## src/rtl/writeback_stage_mp_if.sv

```systemverilog
// MEM-to-writeback lane bus for writeback_stage_mp: per-lane results, load
// attributes and destination indices, plus the in_ready backpressure return.
interface writeback_stage_mp_if #(
   parameter int unsigned LANES  = 2,
   parameter int unsigned DATA_W = 32,
   parameter int unsigned RIDX_W = 5
);
   logic [LANES-1:0]        in_valid;
   logic                    in_ready;
   logic [LANES*DATA_W-1:0] ex_result;
   logic [LANES*DATA_W-1:0] mem_result;
   logic [LANES*2-1:0]      mem_offset;
   logic [LANES*3-1:0]      number_len;
   logic [LANES-1:0]        wb_src;
   logic [LANES*RIDX_W-1:0] rd_index_in;

   modport master (
      output in_valid, ex_result, mem_result, mem_offset, number_len, wb_src, rd_index_in,
      input  in_ready
   );

   modport slave (
      input  in_valid, ex_result, mem_result, mem_offset, number_len, wb_src, rd_index_in,
      output in_ready
   );
endinterface

```

## src/rtl/writeback_stage_mp.sv

```systemverilog
// Multi-lane writeback segment register: sub-word load extension, youngest-lane-wins
// regfile write qualification. Optional retire counter under macro WB_RETIRE_CNT_EN.
module writeback_stage_mp #(
   parameter int unsigned LANES  = 2,
   parameter int unsigned DATA_W = 32,
   parameter int unsigned RIDX_W = 5
) (
   input  logic                    clk,
   input  logic                    rst,
   writeback_stage_mp_if.slave     bus,
   input  logic                    wb_stall,
   input  logic                    wb_flush,
   output logic [LANES-1:0]        rf_we,
   output logic [LANES*RIDX_W-1:0] rf_waddr,
   output logic [LANES*DATA_W-1:0] rf_wdata
`ifdef WB_RETIRE_CNT_EN
   ,
   output logic [31:0]             retire_cnt,
   input  logic                    retire_cnt_clr
`endif
);
   localparam int unsigned CNT_W = 32;

   logic [LANES-1:0]        seg_valid;
   logic [LANES*DATA_W-1:0] seg_ex;
   logic [LANES*DATA_W-1:0] seg_mem;
   logic [LANES*2-1:0]      seg_off;
   logic [LANES*3-1:0]      seg_len;
   logic [LANES-1:0]        seg_src;
   logic [LANES*RIDX_W-1:0] seg_rd;

   logic [RIDX_W-1:0]       lane_rd;
   logic                    waw_kill;

   assign bus.in_ready = !wb_stall;

   // Byte/half extraction by offset, then sign or zero fill by length code
   function automatic logic [DATA_W-1:0] ext_load(input logic [DATA_W-1:0] word,
                                                  input logic [1:0]        off,
                                                  input logic [2:0]        len);
      logic [7:0]  b;
      logic [15:0] h;
      b = word[{off, 3'b000} +: 8];
      h = off[1] ? word[31:16] : word[15:0];
      case (len)
         3'b000:  ext_load = {{(DATA_W-8){b[7]}}, b};
         3'b001:  ext_load = {{(DATA_W-16){h[15]}}, h};
         3'b100:  ext_load = {{(DATA_W-8){1'b0}}, b};
         3'b101:  ext_load = {{(DATA_W-16){1'b0}}, h};
         default: ext_load = word;
      endcase
   endfunction

   // Segment register: flush beats stall, data held on flush
   always_ff @(posedge clk or posedge rst) begin
      if (rst) begin
         seg_valid <= '0;
         seg_ex    <= '0;
         seg_mem   <= '0;
         seg_off   <= '0;
         seg_len   <= '0;
         seg_src   <= '0;
         seg_rd    <= '0;
      end else if (wb_flush) begin
         seg_valid <= '0;
      end else if (!wb_stall) begin
         seg_valid <= bus.in_valid;
         seg_ex    <= bus.ex_result;
         seg_mem   <= bus.mem_result;
         seg_off   <= bus.mem_offset;
         seg_len   <= bus.number_len;
         seg_src   <= bus.wb_src;
         seg_rd    <= bus.rd_index_in;
      end
   end

   // Per-lane write qualification; a younger lane to the same rd suppresses older ones
   always_comb begin
      rf_we    = '0;
      rf_wdata = '0;
      rf_waddr = seg_rd;
      lane_rd  = '0;
      waw_kill = 1'b0;
      for (int l = 0; l < LANES; l++) begin
         lane_rd  = seg_rd[l*RIDX_W +: RIDX_W];
         waw_kill = 1'b0;
         for (int k = l + 1; k < LANES; k++) begin
            if (seg_valid[k] && (seg_rd[k*RIDX_W +: RIDX_W] == lane_rd))
               waw_kill = 1'b1;
         end
         rf_we[l] = seg_valid[l] && (lane_rd != '0) && !waw_kill;
         rf_wdata[l*DATA_W +: DATA_W] = seg_src[l]
            ? ext_load(seg_mem[l*DATA_W +: DATA_W], seg_off[l*2 +: 2], seg_len[l*3 +: 3])
            : seg_ex[l*DATA_W +: DATA_W];
      end
   end

`ifdef WB_RETIRE_CNT_EN
   logic [CNT_W-1:0] retire_add;

   always_comb begin
      retire_add = '0;
      for (int l = 0; l < LANES; l++)
         retire_add = retire_add + CNT_W'(seg_valid[l]);
   end

   // Stalled contents count only on their release edge
   always_ff @(posedge clk or posedge rst) begin
      if (rst)
         retire_cnt <= '0;
      else if (retire_cnt_clr)
         retire_cnt <= '0;
      else if (!wb_stall)
         retire_cnt <= retire_cnt + retire_add;
   end
`endif
endmodule

```

## src/flat_wrapper.sv

```systemverilog
// flat-port wrapper written by rule: the top's interface ports become plain ports
module writeback_stage_mp_flat 
#(
   parameter int unsigned LANES  = 2,
   parameter int unsigned DATA_W = 32,
   parameter int unsigned RIDX_W = 5
)
  (clk, rst, wb_stall, wb_flush, rf_we, rf_waddr, rf_wdata, bus_in_valid, bus_ex_result, bus_mem_result, bus_mem_offset, bus_number_len, bus_wb_src, bus_rd_index_in, bus_in_ready);
  writeback_stage_mp_if #(.LANES(LANES), .DATA_W(DATA_W), .RIDX_W(RIDX_W)) bus_i ();
  input  logic clk;
  input  logic rst;
  input  logic wb_stall;
  input  logic wb_flush;
  output logic [LANES-1:0] rf_we;
  output logic [LANES*RIDX_W-1:0] rf_waddr;
  output logic [LANES*DATA_W-1:0] rf_wdata;
  input wire logic [$bits(bus_i.in_valid)-1:0] bus_in_valid;
  input wire logic [$bits(bus_i.ex_result)-1:0] bus_ex_result;
  input wire logic [$bits(bus_i.mem_result)-1:0] bus_mem_result;
  input wire logic [$bits(bus_i.mem_offset)-1:0] bus_mem_offset;
  input wire logic [$bits(bus_i.number_len)-1:0] bus_number_len;
  input wire logic [$bits(bus_i.wb_src)-1:0] bus_wb_src;
  input wire logic [$bits(bus_i.rd_index_in)-1:0] bus_rd_index_in;
  output wire logic [$bits(bus_i.in_ready)-1:0] bus_in_ready;
  assign bus_i.in_valid = bus_in_valid;
  assign bus_i.ex_result = bus_ex_result;
  assign bus_i.mem_result = bus_mem_result;
  assign bus_i.mem_offset = bus_mem_offset;
  assign bus_i.number_len = bus_number_len;
  assign bus_i.wb_src = bus_wb_src;
  assign bus_i.rd_index_in = bus_rd_index_in;
  assign bus_in_ready = bus_i.in_ready;
  writeback_stage_mp #(.LANES(LANES), .DATA_W(DATA_W), .RIDX_W(RIDX_W)) u_core (.clk(clk), .rst(rst), .bus(bus_i), .wb_stall(wb_stall), .wb_flush(wb_flush), .rf_we(rf_we), .rf_waddr(rf_waddr), .rf_wdata(rf_wdata));
endmodule
```

## config.mk

```make
export PLATFORM = sky130hd
export DESIGN_NAME = writeback_stage_mp_flat
export DESIGN_NICKNAME = d
export VERILOG_FILES = /design/src/rtl/writeback_stage_mp_if.sv /design/src/rtl/writeback_stage_mp.sv /design/src/flat_wrapper.sv
export SDC_FILE = /design/constraint.sdc
export NUM_CORES = 1
export LEC_CHECK = 0
export CAP_MARGIN = 20
export CORE_ASPECT_RATIO = 1.2
export CORE_MARGIN = 1.5
export CORE_UTILIZATION = 52
export CTS_CLUSTER_DIAMETER = 200
export DETAILED_ROUTE_END_ITERATION = 6
export GPL_ROUTABILITY_DRIVEN = 0
export GPL_TIMING_DRIVEN = 0
export PLACE_DENSITY = 0.94
export RECOVER_POWER = 100
export SYNTH_ARGS = -nofsm -noshare
export SYNTH_HDL_FRONTEND = slang
export SYNTH_SLANG_ARGS = --single-unit
```

## constraint.sdc

```tcl
create_clock -name clk -period 7.5 [get_ports clk]
set_input_delay 1.5 -clock clk [delete_from_list [all_inputs] [get_ports clk]]
set_output_delay 1.5 -clock clk [all_outputs]
set_load 0.005 [all_outputs]
```

==> results.cfg <==
[floorplan]
fp-row-count = 49
die_x_um = 115
start_util = 0.529
core_mm2 = 0.0149
dieArea_mm2 = 0.0159
io_pins = 233
die_y_um = 138

[status]
violations = max-capacitance violations, max-slew violations
status = finished with violations

[sta]
setup_viol = 0
period_minus_slack_ns = 4.90
relSlewSlack = -1.28
rsz0062_at_grt = false
report.final.hold_viol_count = 0
drv_slew = 76
timing.final.crit_share = 0.654
fmax_mhz = 204
tns_ns = 0
finClkSkew_ns = 0
tightest_slew_ns = 3.40

[synthesis]
yosys_warnings = 0
postSynthCellCount = 697
synthTopCellsByArea = dfrtp_1 (48%), mux2_2 (21%), o21ai_0 (3.4%)
synth-seq-cells = 152
yosys.cell_types.count = 56
yosys_most_used_dff = dfrtp_1
syn_area_per_cell_um2 = 11.3
yosysTopAreaCellShare = 0.483
synth_edf_count = 0
synth_top_area_cell = dfrtp_1
ys_seq_area_frac = 0.483
synth_fp_nets = 853
async_flop_share = 1.00
synth_area_mm2 = 0.00788

[worst_setup_path]
worstSetupPathType = reg2out
worstPathCellList = clkbuf_1, inv_1, buf_6, nand2_1, nor4_1, nor2_1, dlygate4sd3_1
crit_arrival_ns = 3.40
end_kind = output pin
cp_slowest_cell = nor4_1
crit_fanout = 10
max_stage_delay_ns = 1.08
start_kind = flop
required_ns = 6.00

[grt]
grt_pass1_wl_um = 39700
grt_max_degree = 78
grt_usage = 0.335
use_met1 = 0.370
grtUsageMet3 = 0.0814
antenna_found_initial = 0
first_global_vias = 7277
busiest_layer = met2
grt-ovfl-total = 0
gr-usage-met2 = 0.587

[drt]
drtIter0Drc = 772
drt_pass1_iterations = 7
drt-total-wl_um = 26200
num_vias = 7134
routedWlPerCell_um = 22.5
drc = 0
drtAntennaViolNets = 0
vias_per_cell = 6.13

[clock_tree]
cts_max_level = 4
cts_setup_buffers = 0
cts-buffers-inserted = 17
cts-root-buf = clkbuf_16
cts.clk_slew.worst_paths_ns = 0.06
hold_buffers = 0
postCtsResizedCells = 0
cts_tree = done
cts.sinks = 152
insertion_delay_ns = 0.42
cts_buffer_depth = 2

[final_layout]
layout_common_cells = clkdlybuf4s50_1 (167), dfrtp_1 (152), mux2_2 (143)
fillers = 963
utilization = 0.740
insertedDiodeCount = 0
nNetsFinal = 1105
layout_commonest_cell = clkdlybuf4s50_1
drive_gt1_frac = 0.217
syn_to_final_growth_pct = 40.0

[pwr]
finalPower_mw = 2.82
p_per_area_mw_per_mm2 = 256
power.leakage_nw = 4.47
vdd_drop_max_mv = 0.197

[min_path]
hold_path.class = reg2reg

[flow_run]
maxCapViolations = 1

[placement]
dp_hpwl_um = 18500
port-buffer-count = 232
==> worst max-delay path, delay by kind of cell (launching register included) <==
kind                   cells  cell delay, ns
buffers and inverters      4            1.23
flip-flops                 1            0.37
AND/OR/NAND/NOR            3            1.38
==> registers in the layout, indices dropped and copies added (netlist names) <==
name              count
u_core.seg_mem       64
u_core.rf_waddr      10
u_core.seg_src        2
u_core.seg_valid      2
u_core.seg_len        6
u_core.seg_off        4
u_core.seg_ex        64
==> power breakdown <==
group | total, mW | switching (mW) | internal [mW]
sequential | 1.06 | 0.120 | 0.939
combinational | 0.853 | 0.383 | 0.470
clock | 0.906 | 0.351 | 0.555
==> logic make-up after synthesis <==
kind of cell / synth area share
XOR/XNOR: 0.00556
multiplexers: 0.236
flip-flops: 0.483
AO/OA/AOI/OAI: 0.129
buffers and inverters: 0.0507
AND/OR/NAND/NOR: 0.0953
==> routing by layer <==
| layer | vias up | part of all wire |
|---|---|---|
| met5 | - | 0 |
| met4 | 0 | 0.052 |
| met2 | 527 | 0.51 |
| met3 | 112 | 0.082 |
| li1 | 3032 | - |
| met1 | 3463 | 0.35 |
==> metrics by stage <==
step	worst slack [ns]	hold slack (ns)	cells	cell area, um2
floorplan	1.91	0.475	697	7880
global placement	-0.146	0.485	1133	10500
detailed placement	3.44	0.494	1134	10500
CTS	3.39	0.508	1164	11100
global route	2.53	0.517	1164	11000
finish	2.60	0.507	1164	11000
==> synthesized netlist by cell type, types with 3 or more instances <==
master    count
dfrtp_1     152
mux2_2      144
nand2_1      55
o21ai_0      54
nor2_1       43
buf_2        24
mux2i_1      21
a21oi_1      20
nand3_1      18
o22ai_1      18
inv_1        17
a221oi_1     12
a221oi_2     10
nand3b_1      9
a211oi_1      8
clkbuf_1      8
nor2b_1       8
o221ai_1      7
buf_6         5
buf_1         4
clkbuf_8      4
nor3_1        4
xor2_1        4
nand2b_1      3
or2_2         3
==> cell type report <==
type / count / area, um2 / share of cell area
plain buffers: 51 / 303 / 0.0275
flip-flops and latches: 152 / 3800 / 0.345
well taps: 204 / 255 / 0.0231
clock inverters: 11 / 173 / 0.0157
multi-input cells: 476 / 3640 / 0.330
repair buffers: 233 / 2350 / 0.213
inverters: 18 / 68.8 / 0.00624
clock buffers: 19 / 433 / 0.0392
==> final timing paths <==
path                              startpoint                   to  slack, ns  depth (start not counted)
max                        u_core.seg_len[1]          rf_wdata[8]       2.60                          7
min                        u_core.seg_ex[48]    u_core.seg_ex[48]       0.51                          1
max reg2reg                u_core.seg_len[1]    u_core.seg_len[1]       5.89                          5
min reg2reg                u_core.seg_ex[48]    u_core.seg_ex[48]       0.51                          1
max in group asynchronous                rst   u_core.seg_mem[62]       3.44                          2
min in group asynchronous                rst  u_core.seg_valid[1]       2.52                          2
No activity file was read; power rests on OpenSTA's default activity.
==> variant: new RTL, same settings <==
`DATA_W` is set to 32 in 3 places; all go to 36.
--- a/src/rtl/writeback_stage_mp_if.sv
+++ b/src/rtl/writeback_stage_mp_if.sv
@@ -4,3 +4,3 @@
    parameter int unsigned LANES  = 2,
-   parameter int unsigned DATA_W = 32,
+   parameter int unsigned DATA_W = 36,
    parameter int unsigned RIDX_W = 5
--- a/src/rtl/writeback_stage_mp.sv
+++ b/src/rtl/writeback_stage_mp.sv
@@ -4,3 +4,3 @@
    parameter int unsigned LANES  = 2,
-   parameter int unsigned DATA_W = 32,
+   parameter int unsigned DATA_W = 36,
    parameter int unsigned RIDX_W = 5
--- a/src/flat_wrapper.sv
+++ b/src/flat_wrapper.sv
@@ -4,3 +4,3 @@
    parameter int unsigned LANES  = 2,
-   parameter int unsigned DATA_W = 32,
+   parameter int unsigned DATA_W = 36,
    parameter int unsigned RIDX_W = 5
Interface: changed (resized bus_ex_result, bus_mem_result and rf_wdata); port bits go from 233 to 257. The function was not compared with the original's and may differ.
==> variant against the unedited design <==
The flow still finishes with violations (capacitance limit, slew limit); cell area up 7.6%; register-to-register slack better by 0.12 ns; synthesized area up 8.2%; critical endpoint is now rf_wdata[30]; sequential cell count up 16; worst setup slack better by 0.18 ns; utilization down 0.49 points; total power up 4.5%; wire length up 3.5%.
==> variant: results (changes against the unedited design) <==
Routing
  – DRT met1 WL: 10.07 mm (was 9.297 mm)
  – Starting DRT DRC Count: 727 (was 772)
  – Vias: 7559 (was 7134)
  – Drt first pass iters: 5 (was 7)
  – Detailed route wirelength on metal3: 2.098 mm (was 2.153 mm)
  – Metal2 WL: 13.34 mm (was 13.42 mm)

Worst setup path
  – Crit-path max cell delay: 0.65 ns (was 1.08 ns)
  – FF-to-FF Start: u_core.seg_off[3] (was u_core.seg_len[1])
  – Reg2Reg Depth: 3 (was 5)
  – Critical path's slowest cell: dlygate4sd3_1 (was nor4_1)
  – Critical Path Start: u_core.seg_off[0] (was u_core.seg_len[1])
  – Critical path arrival: 3.23 ns (was 3.40 ns)
  – CP Capture Point: rf_wdata[30] (was rf_wdata[8])
  – R2R setup slack: 6.01 ns (was 5.89 ns)
  – Reg-to-reg endpoint: u_core.seg_off[3] (was u_core.seg_len[1])

Finish
  – Nets: 1202 (was 1105)
  – Post-Layout Cell Count: 1255 (was 1164)
  – Share of layout cells above drive strength 1: 0.2169 (was 0.2167)

Min path
  – Hold_sp: u_core.seg_ex[65] (was u_core.seg_ex[48])
  – Worst Hold End: u_core.seg_ex[65] (was u_core.seg_ex[48])

GRT
  – Vias in the first global route: 7759 (was 7277)
  – Met1 Usage GRT: 0.3721 (was 0.3703)
  – Gr usage total: 0.3214 (was 0.3351)
  – Largest net degree at the start of global routing: 125 (was 78)
  – First-pass GRT wire length: 42.03 mm (was 39.65 mm)
  – Initial antenna violation count: 1 (was 0)

Place
  – DP Area: 11390 um2 (was 10490 um2)
  – Placed Cells incl. Taps: 1223 (was 1134)
  – Post-DP HPWL: 19.48 mm (was 18.48 mm)
  – Input/output buffers: 256 (was 232)

Timing
  – Post-layout min period: 4.725 ns (was 4.903 ns)
  – WHS: 0.5046 ns (was 0.5070 ns)
  – Slew Viols, Final: 45 (was 76)

Yosys
  – Sequential fraction of the synthesis area: 0.4931 (was 0.4828)
  – Cell count after synthesis: 754 (was 697)
  – Syn nets: 926 (was 853)

Run status
  – Failing checks: capacitance limit, slew limit (unchanged)
  – Status: finished with violations (unchanged)

Power
  – Leakage Power: 0.004739 uW (was 0.004473 uW)

Flow run
  – Max-cap viol count: 1 (unchanged)
variant: kinds of logic (layout without fill, tap and decap cells):
kind of cell / count (synthesis) / count (layout) / share of synthesized area
and+or+nand+nor: 150 / 150 / 0.08145
muxes: 183 / 183 / 0.2405
AOI/OAI and AO/OA: 176 / 176 / 0.1404
xor gates and xnor gates: 5 / 5 / 0.005136
other: 0 / 1 / 0
DFF: 168 / 168 / 0.4931
buffers and inverters: 72 / 360 / 0.03933
variant: power groups by stage:
stage	combinational, uW	clock [uW]	sequential, uW
floorplan	508	0	1120
global placement	927	0	1160
detailed placement	955	0	1170
CTS	973	876	1150
global route	990	914	1170
finish	920	866	1160
variant: cell type report:
cell class / count / area (um2)
sequential: 168 / 4204
fill: 1074 / 4270
clock inverter: 13 / 136.4
inverter: 14 / 53.80
multi-input combinational: 514 / 3948
buffer: 58 / 235.2
antenna: 1 / 2.502
clock buffer: 18 / 439.2
tap: 212 / 265.3
timing repair buffer: 257 / 2590
